**src/rtl/sine_voice_if.sv**
```systemverilog
// Signal bundle between the sine voice, its sine ROM and the sequencer/mixer side.
// slave: the voice itself; master: whoever drives ticks/notes and hosts the ROM.
interface sine_voice_if #(
  parameter int ACC_W  = 32,
  parameter int ROM_AW = 8,
  parameter int ROM_DW = 12
);
  logic                     sample_tick;
  logic                     gate;
  logic [ACC_W-1:0]         tune_word;
  logic [3:0]               volume;
  logic [ROM_AW-1:0]        rom_address;
  logic [ROM_DW-1:0]        rom_q;
  logic signed [15:0]       sample;
  logic                     sample_valid;
  logic                     busy;
  logic                     overrun;

  modport slave (
    input  sample_tick, gate, tune_word, volume, rom_q,
    output rom_address, sample, sample_valid, busy, overrun
  );

  modport master (
    output sample_tick, gate, tune_word, volume, rom_q,
    input  rom_address, sample, sample_valid, busy, overrun
  );
endinterface

```
**src/rtl/sine_voice.sv**
```systemverilog
// Wavetable sine voice: phase accumulator -> ROM address, then offset removal and
// 4-bit volume scaling of the registered ROM word into a signed 16-bit sample.
module sine_voice #(
  parameter int ACC_W  = 32,
  parameter int ROM_AW = 8,
  parameter int ROM_DW = 12
) (
  input  logic        clock,
  input  logic        reset,
  sine_voice_if.slave bus
);

  localparam int PW = ROM_DW + 6;

  typedef enum logic [1:0] {IDLE, READ, CAPTURE} state_t;

  state_t                   r_state;
  state_t                   w_next;
  logic                     w_accept;
  logic [ACC_W-1:0]         r_phase;
  logic [ROM_AW-1:0]        r_addr_p0;
  logic [3:0]               r_vol_p0;
  logic                     r_gate_p0;
  logic signed [15:0]       r_sample_p2;
  logic                     r_vld_p2;
  logic                     r_busy;
  logic                     r_overrun;

  // Centre the unsigned ROM word around zero and scale by volume; the product
  // always fits 16 bits signed, so the final cast never drops significant bits.
  function automatic logic signed [15:0] scale_sample(
    input logic [ROM_DW-1:0] q,
    input logic [3:0]        vol,
    input logic              en
  );
    logic signed [ROM_DW:0] centred;
    logic signed [PW-1:0]   prod;
    centred = $signed({1'b0, q}) - $signed({2'b01, {(ROM_DW-1){1'b0}}});
    prod    = PW'(centred) * PW'($signed({1'b0, vol}));
    if (!en) return '0;
    return 16'(prod);
  endfunction

  always_ff @(posedge clock) begin
    if (reset) r_state <= IDLE;
    else       r_state <= w_next;
  end

  always_comb begin
    w_next   = r_state;
    w_accept = 1'b0;
    case (r_state)
      IDLE: begin
        if (bus.sample_tick) begin
          w_accept = 1'b1;
          w_next   = READ;
        end
      end
      READ:    w_next = CAPTURE;
      CAPTURE: w_next = IDLE;
      default: w_next = IDLE;
    endcase
  end

  always_ff @(posedge clock) begin
    if (reset) begin
      r_phase     <= '0;
      r_addr_p0   <= '0;
      r_vol_p0    <= '0;
      r_gate_p0   <= 1'b0;
      r_sample_p2 <= '0;
      r_vld_p2    <= 1'b0;
      r_busy      <= 1'b0;
      r_overrun   <= 1'b0;
    end else begin
      r_vld_p2 <= 1'b0;

      // Gate low pins the phase to zero so every note starts at phase 0.
      if (!bus.gate)     r_phase <= '0;
      else if (w_accept) r_phase <= r_phase + bus.tune_word;

      // Stage p0: address from the pre-increment phase, note parameters latched.
      if (w_accept) begin
        r_addr_p0 <= r_phase[ACC_W-1 -: ROM_AW];
        r_vol_p0  <= bus.volume;
        r_gate_p0 <= bus.gate;
        r_busy    <= 1'b1;
      end

      if (bus.sample_tick && (r_state != IDLE)) r_overrun <= 1'b1;

      // Stage p2: ROM word registered during READ is scaled and presented.
      if (r_state == CAPTURE) begin
        r_sample_p2 <= scale_sample(bus.rom_q, r_vol_p0, r_gate_p0);
        r_vld_p2    <= 1'b1;
        r_busy      <= 1'b0;
      end
    end
  end

  assign bus.rom_address  = r_addr_p0;
  assign bus.sample       = r_sample_p2;
  assign bus.sample_valid = r_vld_p2;
  assign bus.busy         = r_busy;
  assign bus.overrun      = r_overrun;

endmodule

```
**src/flat_wrapper.sv**
```systemverilog
// flat-port wrapper written by rule: the top's interface ports become plain ports
module sine_voice_flat 
#(
  parameter int ACC_W  = 32,
  parameter int ROM_AW = 8,
  parameter int ROM_DW = 12
)
  (clock, reset, bus_sample_tick, bus_gate, bus_tune_word, bus_volume, bus_rom_q, bus_rom_address, bus_sample, bus_sample_valid, bus_busy, bus_overrun);
  sine_voice_if #(.ACC_W(ACC_W), .ROM_AW(ROM_AW), .ROM_DW(ROM_DW)) bus_i ();
  input  logic clock;
  input  logic reset;
  input wire logic [$bits(bus_i.sample_tick)-1:0] bus_sample_tick;
  input wire logic [$bits(bus_i.gate)-1:0] bus_gate;
  input wire logic [$bits(bus_i.tune_word)-1:0] bus_tune_word;
  input wire logic [$bits(bus_i.volume)-1:0] bus_volume;
  input wire logic [$bits(bus_i.rom_q)-1:0] bus_rom_q;
  output wire logic [$bits(bus_i.rom_address)-1:0] bus_rom_address;
  output wire logic [$bits(bus_i.sample)-1:0] bus_sample;
  output wire logic [$bits(bus_i.sample_valid)-1:0] bus_sample_valid;
  output wire logic [$bits(bus_i.busy)-1:0] bus_busy;
  output wire logic [$bits(bus_i.overrun)-1:0] bus_overrun;
  assign bus_i.sample_tick = bus_sample_tick;
  assign bus_i.gate = bus_gate;
  assign bus_i.tune_word = bus_tune_word;
  assign bus_i.volume = bus_volume;
  assign bus_i.rom_q = bus_rom_q;
  assign bus_rom_address = bus_i.rom_address;
  assign bus_sample = bus_i.sample;
  assign bus_sample_valid = bus_i.sample_valid;
  assign bus_busy = bus_i.busy;
  assign bus_overrun = bus_i.overrun;
  sine_voice #(.ACC_W(ACC_W), .ROM_AW(ROM_AW), .ROM_DW(ROM_DW)) u_core (.clock(clock), .reset(reset), .bus(bus_i));
endmodule
```
**config.mk**
```make
export PLATFORM = sky130hd
export DESIGN_NAME = sine_voice_flat
export DESIGN_NICKNAME = d
export VERILOG_FILES = /design/src/rtl/sine_voice_if.sv /design/src/rtl/sine_voice.sv /design/src/flat_wrapper.sv
export SDC_FILE = /design/constraint.sdc
export NUM_CORES = 1
export LEC_CHECK = 0
export CAP_MARGIN = 20
export CORE_AREA = 2 2 108 136
export CTS_CLUSTER_DIAMETER = 100
export DETAILED_ROUTE_END_ITERATION = 8
export DIE_AREA = 0 0 110 138
export PLACE_DENSITY = 0.59
export SLEW_MARGIN = 10
export SYNTH_ARGS = -nofsm -noshare
export SYNTH_HDL_FRONTEND = slang
export SYNTH_SLANG_ARGS = --single-unit
export TNS_END_PERCENT = 30
```
**constraint.sdc**
```tcl
create_clock -name clock -period 4.6 [get_ports clock]
set_input_delay 0.69 -clock clock [delete_from_list [all_inputs] [get_ports clock]]
set_output_delay 0.69 -clock clock [all_outputs]
set_load 0.02 [all_outputs]
```
==> reports/qor.csv <==
metric,value,unit
gp_congestion,0.8485,
drt_iter0_drc,180,
worstRegToRegCells,16,
period_needed,4.183,ns
fp.coreArea,0.01404,mm2
viasPerCell,5.217,
hold_ws,0.4457,ns
crit_start,bus_rom_q[2],
post_cts_buffers,0,
antenna_found_initial,0,
final_hold_viol_count,0,
r2r-end,u_core.bus.sample[12]$_SDFFE_PP0P_,
final_cell_mix,"nand2_1, clkdlybuf4s50_1, dfxtp_1, a21oi_1, inv_1",
first_global_vias,4961,
end_kind,flip-flop,
synth_fp_nets,811,
dp_hpwl,10.57,mm
slew_viol_final,0,
final_common_cell,nand2_1,
die_w,110,um
power,1.707,mW
r2r_start,u_core.r_vol_p0[3]$_SDFFE_PP0P_,
arrival,4.42,ns
vias,4836,
postCtsResizedCells,0,
synth_xor_area_share,4.982,%
clk_pin_slew_worst_paths,0.06,ns
overflow,0,
cp_cell_sequence,clkdlybuf4s50_1 > and2_1 > ha_1 > inv_1 > fa_1 > fa_1 > inv_1 > ha_1 > a21o_1 > a21o_1 > nand2_1 > a21oi_1 > a41oi_1 > nor2b_1 > xnor2_1 > a22o_1,
rrSetupSlack,0.69,ns
met2_length,6.914,mm
status,finished clean,
setup_viol,0,
grt_max_degree,54,
slowest_stage,fa_1,
grt_use_total,18.52,%
rsz0062_at_grt,no,
vdd_drop_max,0.2370,mV
ys_seq_elements,66,
finalNetCount,881,
p_leak,3.003,nW
finalSetupTns,0,ns
fin_area,0.006718,mm2
drive_above_1_share,4.139,%
synthArstFlopShare,0,%
min_path_type,reg2reg,
clockBufferDepth,2,
synth_top_family_by_area,adder cells,
cts_htree_levels,3,
n_antenna_cell,0,
synthCells,674,
postCtsHoldBufs,0,
fmaxAchievable,0.2390,GHz
numCtsBuffers,9,
ios,79,
initial_core_util,38.82,%
cap_viol_max_count,0,
yosysUniqueCellTypes,58,
die_area,0.01518,mm2
critPathKind,in2reg,
relSlewSlack,42.89,%
numClockSinks,66,
cts_tree,built,
clockRootBuffer,clkbuf_16,
place_area,0.006411,mm2
drc,0,
max_stage_delay,0.55,ns
synth-simple-area-share,21.42,%
synth_warnings,0,
met1Wirelength,5.925,mm
wl_per_cell,14.55,um
synthAdderAreaFrac,22.96,%
synth_compound_area_share,19.95,%
synthMuxAreaShare,0.3673,%
finalCritPeriodShare,90.94,%
wl,13.49,mm
syn_avg_cell_area,8.086,um2
io_buffers,78,
row_count,49,
cp_max_fo,4,
top_layer,met4,
synthFlopType,dfxtp_1,
ant_nets,0,
synth_seq_area_share,24.24,%
clock_latency,0.34,ns
tightest_slew,0.8567,ns
grt_pass1_wl,22.66,mm
first_pass_iters,4,
synth_edf_count,0,
syn2layout_area_growth,23.26,%
required,4.84,ns
wl_met3,505,um
die_y,138,um
cp-endpoint,u_core.bus.sample[12]$_SDFFE_PP0P_,
finClkSkew,0.008753,ns
syn_area,0.005450,mm2
power_density,254.1,mW/mm2
startpoint_type,input port,
sequential cells by signal (all words and copies together), names as in the netlist:
signal,cells
u_core.bus.sample,16
u_core.r_state,2
u_core.r_phase,32
u_core.r_gate_p0,1
u_core.bus.sample_valid,1
u_core.bus.busy,1
u_core.bus.overrun,1
u_core.r_vol_p0,4
u_core.bus.rom_address,8
area by class of cell:
class                           count  area [um2]
Multi-Input combinational cell    520        3797
Inverter                           61       229.0
Tap cell                          178       222.7
Sequential cell                    66        1321
Clock inverter                      4       50.05
Clock buffer                       12       256.5
Fill cell                        1383        7322
Timing Repair Buffer               86       840.8
cell families (layout without fill, tap and decap cells):
kind of cell / after synthesis / after routing
AND/OR/NAND/NOR: 234 / 234
AO/OA/AOI/OAI: 168 / 168
buffers and inverters: 88 / 163
adder cells (fa/ha/maj): 85 / 85
flip-flops: 66 / 66
XOR/XNOR: 31 / 31
multiplexers: 2 / 2
power breakdown:
| part | internal (mW) | switching (mW) | total, mW |
|---|---|---|---|
| sequential | 0.592 | 0.0179 | 0.610 |
| clock | 0.448 | 0.256 | 0.704 |
| combinational | 0.176 | 0.217 | 0.393 |
per-stage QoR:
step	util, %	std cells	setup WS (ns)
6_report	47.85	927	0.4168
3_5_place_dp	45.66	911	0.07587
5_1_grt	47.85	927	0.1701
4_1_cts	47.85	927	0.4417
2_1_floorplan	-	674	0.6350
3_3_place_gp	45.66	911	0.1220
critical path, delay by kind of cell:
kind	cells	cell delay [ns]
buf+inv	3	0.55
simple gates	3	0.48
compound gates	5	0.93
xor+xnor	1	0.10
fa+ha+maj	4	1.67
cell usage after synthesis (3+ instances only):
| cell | number | area share [%] |
|---|---|---|
| a211o_1 | 4 | 0.64 |
| a211oi_1 | 10 | 1.4 |
| a21o_1 | 13 | 1.8 |
| a21oi_1 | 63 | 5.8 |
| a22o_1 | 13 | 2.1 |
| a31oi_1 | 4 | 0.46 |
| and2_1 | 39 | 4.5 |
| and3_1 | 4 | 0.46 |
| buf_1 | 3 | 0.21 |
| clkbuf_1 | 23 | 1.6 |
| dfxtp_1 | 66 | 24 |
| fa_1 | 25 | 9.2 |
| ha_1 | 60 | 14 |
| inv_1 | 61 | 4.2 |
| nand2_1 | 92 | 6.3 |
| nand2b_1 | 12 | 1.4 |
| nand3_1 | 21 | 1.9 |
| nand4_1 | 7 | 0.80 |
| nor2_1 | 24 | 1.7 |
| nor2b_1 | 3 | 0.34 |
| nor3_1 | 11 | 1.0 |
| nor3b_1 | 3 | 0.41 |
| nor4_1 | 4 | 0.46 |
| o211ai_1 | 4 | 0.55 |
| o21a_1 | 5 | 0.69 |
| o21ai_0 | 16 | 1.5 |
| o21ai_1 | 10 | 0.92 |
| o21bai_1 | 5 | 0.69 |
| o31ai_1 | 4 | 0.55 |
| or4_1 | 3 | 0.41 |
| xnor2_1 | 19 | 3.1 |
| xor2_1 | 12 | 1.9 |
worst min path at each step:
stage / startpoint / to / slack, ns / cells after the start
after CTS: u_core.bus.rom_address[4]$_SDFFE_PP0P_ / u_core.bus.rom_address[4]$_SDFFE_PP0P_ / 0.45 / 2
after floorplan: u_core.r_gate_p0$_SDFFE_PP0P_ / u_core.r_gate_p0$_SDFFE_PP0P_ / 0.43 / 2
after global routing: u_core.bus.rom_address[4]$_SDFFE_PP0P_ / u_core.bus.rom_address[4]$_SDFFE_PP0P_ / 0.47 / 2
after global placement: u_core.r_gate_p0$_SDFFE_PP0P_ / u_core.r_gate_p0$_SDFFE_PP0P_ / 0.44 / 2
final: u_core.bus.overrun$_SDFFE_PP0P_ / u_core.bus.overrun$_SDFFE_PP0P_ / 0.45 / 2
after detailed placement: u_core.bus.rom_address[4]$_SDFFE_PP0P_ / u_core.bus.rom_address[4]$_SDFFE_PP0P_ / 0.45 / 2
metal layers:
layer  vias up  global-route usage [%]
met5         -                       0
met4         0                   4.197
met3        11                   4.950
met2        72                   32.74
met1      2275                   21.95
li1       2478                       -
Note: power is estimated with default switching activity, not from simulation.
